==> src/rtl/grant_lock.sv <==
// Ownership lock behind the 4-way fixed-priority arbiter: latches one winner,
// holds it until release or timeout, then inserts a one-cycle turnaround.
module grant_lock #(
    parameter int TIMEOUT = 16
) (
    input  logic       clk,
    input  logic       rst_n,
    input  logic [3:0] grant,
    input  logic [1:0] grant_num,
    input  logic       available,
    input  logic [3:0] release_req,
    output logic [3:0] owner,
    output logic [1:0] owner_num,
    output logic       busy,
    output logic       timeout_err,
    output logic       proto_err
);

    localparam int            CW      = (TIMEOUT > 2) ? $clog2(TIMEOUT) : 1;
    localparam logic [CW-1:0] CNT_MAX = CW'(TIMEOUT - 1);

    typedef enum logic [1:0] {
        IDLE     = 2'd0,
        OWNED    = 2'd1,
        COOLDOWN = 2'd2
    } state_t;

    typedef struct packed {
        logic [3:0] grant;
        logic [1:0] num;
        logic       avail;
    } arb_t;

    state_t        state;
    logic [CW-1:0] cnt;
    arb_t          arb;
    logic          arb_legal;
    logic          arb_quiet;
    logic          owner_rel;

    assign arb       = '{grant: grant, num: grant_num, avail: available};
    // One-hot plus matching index collapses to a single decode compare.
    assign arb_legal = !arb.avail && (arb.grant == (4'b0001 << arb.num));
    assign arb_quiet = arb.avail && (arb.grant == 4'b0000);
    assign owner_rel = release_req[owner_num];

    always_ff @(posedge clk or negedge rst_n) begin
        if (!rst_n) begin
            state       <= IDLE;
            cnt         <= '0;
            owner       <= 4'b0000;
            owner_num   <= 2'd0;
            busy        <= 1'b0;
            timeout_err <= 1'b0;
            proto_err   <= 1'b0;
        end else begin
            timeout_err <= 1'b0;
            proto_err   <= 1'b0;
            case (state)
                IDLE: begin
                    if (arb_legal) begin
                        owner     <= arb.grant;
                        owner_num <= arb.num;
                        busy      <= 1'b1;
                        cnt       <= '0;
                        state     <= OWNED;
                    end else if (!arb_quiet) begin
                        proto_err <= 1'b1;
                    end
                end
                OWNED: begin
                    // Release beats a same-cycle timeout.
                    if (owner_rel || (cnt == CNT_MAX)) begin
                        timeout_err <= !owner_rel;
                        owner       <= 4'b0000;
                        owner_num   <= 2'd0;
                        busy        <= 1'b0;
                        cnt         <= '0;
                        state       <= COOLDOWN;
                    end else begin
                        cnt <= cnt + 1'b1;
                    end
                end
                COOLDOWN: begin
                    state <= IDLE;
                end
                default: begin
                    state     <= IDLE;
                    owner     <= 4'b0000;
                    owner_num <= 2'd0;
                    busy      <= 1'b0;
                    cnt       <= '0;
                end
            endcase
        end
    end

endmodule

==> config.mk <==
export PLATFORM = sky130hd
export DESIGN_NAME = grant_lock
export DESIGN_NICKNAME = d
export VERILOG_FILES = /design/src/rtl/grant_lock.sv
export SDC_FILE = /design/constraint.sdc
export NUM_CORES = 1
export LEC_CHECK = 0
export CAP_MARGIN = 30
export CORE_MARGIN = 4
export CORE_UTILIZATION = 47
export CTS_CLUSTER_DIAMETER = 40
export DETAILED_ROUTE_END_ITERATION = 10
export PLACE_DENSITY = 0.79
export SYNTH_ARGS = -nofsm -noshare
export SYNTH_HDL_FRONTEND = slang
export SYNTH_SLANG_ARGS = --single-unit
==> constraint.sdc <==
create_clock -name clk -period 2.3 [get_ports clk]
set_input_delay 0.345 -clock clk [delete_from_list [all_inputs] [get_ports clk]]
set_output_delay 0.345 -clock clk [all_outputs]
set_load 0.02 [all_outputs]
==> impl_metrics.sql <==
INSERT INTO impl_metrics (metric_group, metric, value, unit) VALUES
('placement', 'dp.cells', '139', ''),
('clock_tree', 'numCtsBuffers', '3', ''),
('setup_path', 'rr_startpoint', 'state[1]', ''),
('sta', 'final_max_slew_viol_count', '0', ''),
('clock_tree', 'cts_repair_resize_count', '0', ''),
('sta', 'slew-limit-headroom', '55.4', '%'),
('layout', 'fin_cells', '143', ''),
('placement', 'place_congestion', '0.728', ''),
('synthesis', 'netlist.area_leader.share', '42.6', '%'),
('power_and_ir_drop', 'clockPowerShare', '14.1', '%'),
('synthesis', 'synthesis.nets', '99', ''),
('floorplanning', 'die_w', '51.3', 'um'),
('floorplanning', 'fp.coreArea', '1750', 'sq um'),
('synthesis', 'number_of_synthesized_flops_with_an_enable_pin', '0', ''),
('power_and_ir_drop', 'power.static_leakage', '0.499', 'nW'),
('setup_path', 'startpoint_type', 'input port', ''),
('floorplanning', 'initial_standard_cell_utilization_of_the_core', '50.5', '%'),
('synthesis', 'synthesized_area_divided_by_synthesized_cell_count', '10.4', 'sq um'),
('sta', 'setup_violation_total_in_the_final_timing_report', '0', ''),
('power_and_ir_drop', 'total_switching_power', '0.000389', 'W'),
('synthesis', 'synth_flop_cell', 'dfrtp_1', ''),
('sta', 'postLayoutSetupSlackWorst', '0.178', 'ns'),
('synthesis', 'synth-seq-area-share', '42.6', '%'),
('grt', 'maximum_number_of_pins_on_one_net_before_global_route_repair', '16', ''),
('grt', 'gr-usage-all-layers', '17.5', '%'),
('setup_path', 'critPathRequiredTime', '2.49', 'ns'),
('grt', 'grt_antenna_before_repair', '0', ''),
('layout', 'finalInstanceArea', '1210', 'sq um'),
('drt', 'vias', '777', ''),
('setup_path', 'worstSetupPathType', 'in2reg', ''),
('setup_path', 'worstSetupStartpoint', 'grant[1]', ''),
('drt', 'drc', '0', ''),
('sta', 'finalHoldViolCount', '0', ''),
('grt', 'grt_pass1_vias', '749', ''),
('sta', 'setup_tns', '0', 'ns'),
('setup_path', 'endpoint_kind', 'register', ''),
('sta', 'finalCriticalPeriod', '2.12', 'ns'),
('layout', 'insertedDiodeCount', '0', ''),
('synthesis', 'netlist_top_cells_count', 'dfrtp_1, inv_1, nand2_1', ''),
('placement', 'detailedPlace.worstSlack', '-0.122', 'ns'),
('drt', 'drtAntennaViolNets', '0', ''),
('placement', 'port-buffer-count', '21', ''),
('synthesis', 'synth.area.top_cells', 'dfrtp_1, o311ai_2, inv_1', ''),
('power_and_ir_drop', 'power_density', '883', 'nW/um^2'),
('flow_run', 'cap_violations', '0', ''),
('sta', 'slew_at_the_pin_closest_to_its_max_slew_limit', '0.666', 'ns'),
('layout', 'share_of_post_route_cells_with_drive_strength_above_1', '21.2', '%'),
('clock_tree', 'ctsHtreeMaxLevel', '1', ''),
('synthesis', 'post-synth-top-count-cell', 'dfrtp_1', ''),
('layout', 'final_nets', '133', ''),
('hold_path', 'holdCritPathClass', 'in2async', ''),
('sta', 'unrepaired_setup_endpoints_after_global_routing', 'false', ''),
('sta', 'period_share', '92.3', '%'),
('synthesis', 'synth_largest_area_cell', 'dfrtp_1', ''),
('clock_tree', 'cts.root.buffer_cell', 'clkbuf_4', ''),
('clock_tree', 'clock_latency', '0.28', 'ns'),
('synthesis', 'synthesis.yosys.warnings', '0', ''),
('synthesis', 'post_synthesis_cell_count', '85', ''),
('clock_tree', 'tritoncts_clock_tree', 'built', ''),
('clock_tree', 'post-cts-setup-buffers', '0', ''),
('power_and_ir_drop', 'irDropWorstVdd', '0.507', 'mV'),
('layout', 'fillers', '139', ''),
('floorplanning', 'fp.dieArea', '2630', 'sq um'),
('synthesis', 'synth.lib_cells_used.distinct', '36', ''),
('setup_path', 'max_fanout_on_critical_path', '5', ''),
('clock_tree', 'post_cts_hold_buffer_count', '0', ''),
('setup_path', 'arrival', '2.31', 'ns'),
('status', 'outcome', 'completed', ''),
('floorplanning', 'placement_rows', '15', ''),
('power_and_ir_drop', 'power.switching_fraction', '36.5', '%'),
('floorplanning', 'floorplan.io_pins', '22', '');
-- cell families (layout without fill, tap and decap cells) --
kind of cell             count (synthesis)  after routing  synth area share (%)
AND/OR/NAND/NOR                         29             29                  19.5
adder cells (fa/ha/maj)                  1              1                  1.42
buffers and inverters                   12             45                  5.97
flip-flops                              15             15                  42.6
multiplexers                             1              1                  2.56
AO/OA/AOI/OAI                           27             27                  28.0
-- metrics by stage --
| step | power (W) | util (%) |
|---|---|---|
| 2_1_floorplan | 0.000701 | - |
| 3_3_place_gp | 0.000912 | 67.7 |
| 3_5_place_dp | 0.000928 | 67.7 |
| 4_1_cts | 0.00108 | 69.2 |
| 5_1_grt | 0.00115 | 69.2 |
| 6_report | 0.00107 | 69.2 |
-- area by class of cell --
class | count | area [sq um] | share of cell area (%)
Tap cell | 25 | 31.3 | 2.59
Sequential cell | 15 | 375 | 31.1
Timing Repair Buffer | 31 | 285 | 23.6
Clock buffer | 4 | 26.3 | 2.17
Multi-Input combinational cell | 58 | 453 | 37.5
Inverter | 10 | 37.5 | 3.11
-- critical path, stage by stage --
cell and delay [ns]:
clkdlybuf4s50_1 0.42, or4b_4 0.54, a221o_1 0.36, or2_0 0.26, buf_4 0.18, o311ai_2 0.21
-- placed cells by master, fill, tap and decap left out, types with 3 or more instances in the layout --
cell,count
nand2_1,8
dfrtp_1,15
nand2b_1,3
nor2_1,4
inv_1,10
clkbuf_4,3
clkdlybuf4s50_1,21
a21oi_1,4
o311ai_2,4
buf_4,10
o211ai_1,4
-- routing by layer --
layer | GRT usage, % | wire length [um]
met1 | 21.6 | 858
met2 | 29.8 | 951
met3 | 1.75 | 53
met4 | 9.17 | 45
met5 | 0 | 0
-- final timing paths --
check | end | slack (ns) | cells after the start
setup / recovery | owner[0] | 0.18 | 6
hold / removal | cnt[3] | 0.46 | 1
setup reg to reg | owner[0] | 0.57 | 5
hold reg to reg | proto_err | 0.47 | 1
max in group asynchronous | cnt[1] | 1.41 | 1
min in group clk | proto_err | 0.47 | 1
-- registers in the layout (all words and copies together) (netlist names) --
name,cells
cnt,4
state,2
busy,1
timeout_err,1
owner,4
owner_num,2
proto_err,1
-- power by group through the flow --
| stage | clock (W) | combinational, W | sequential (W) |
|---|---|---|---|
| CTS | 0.000156 | 0.000482 | 0.000442 |
| global placement | 0 | 0.000470 | 0.000441 |
| global route | 0.000169 | 0.000519 | 0.000460 |
| finish | 0.000151 | 0.000475 | 0.000441 |
| floorplan | 0 | 0.000194 | 0.000508 |
| detailed placement | 0 | 0.000480 | 0.000448 |
No activity file was read; power rests on OpenSTA's default activity.
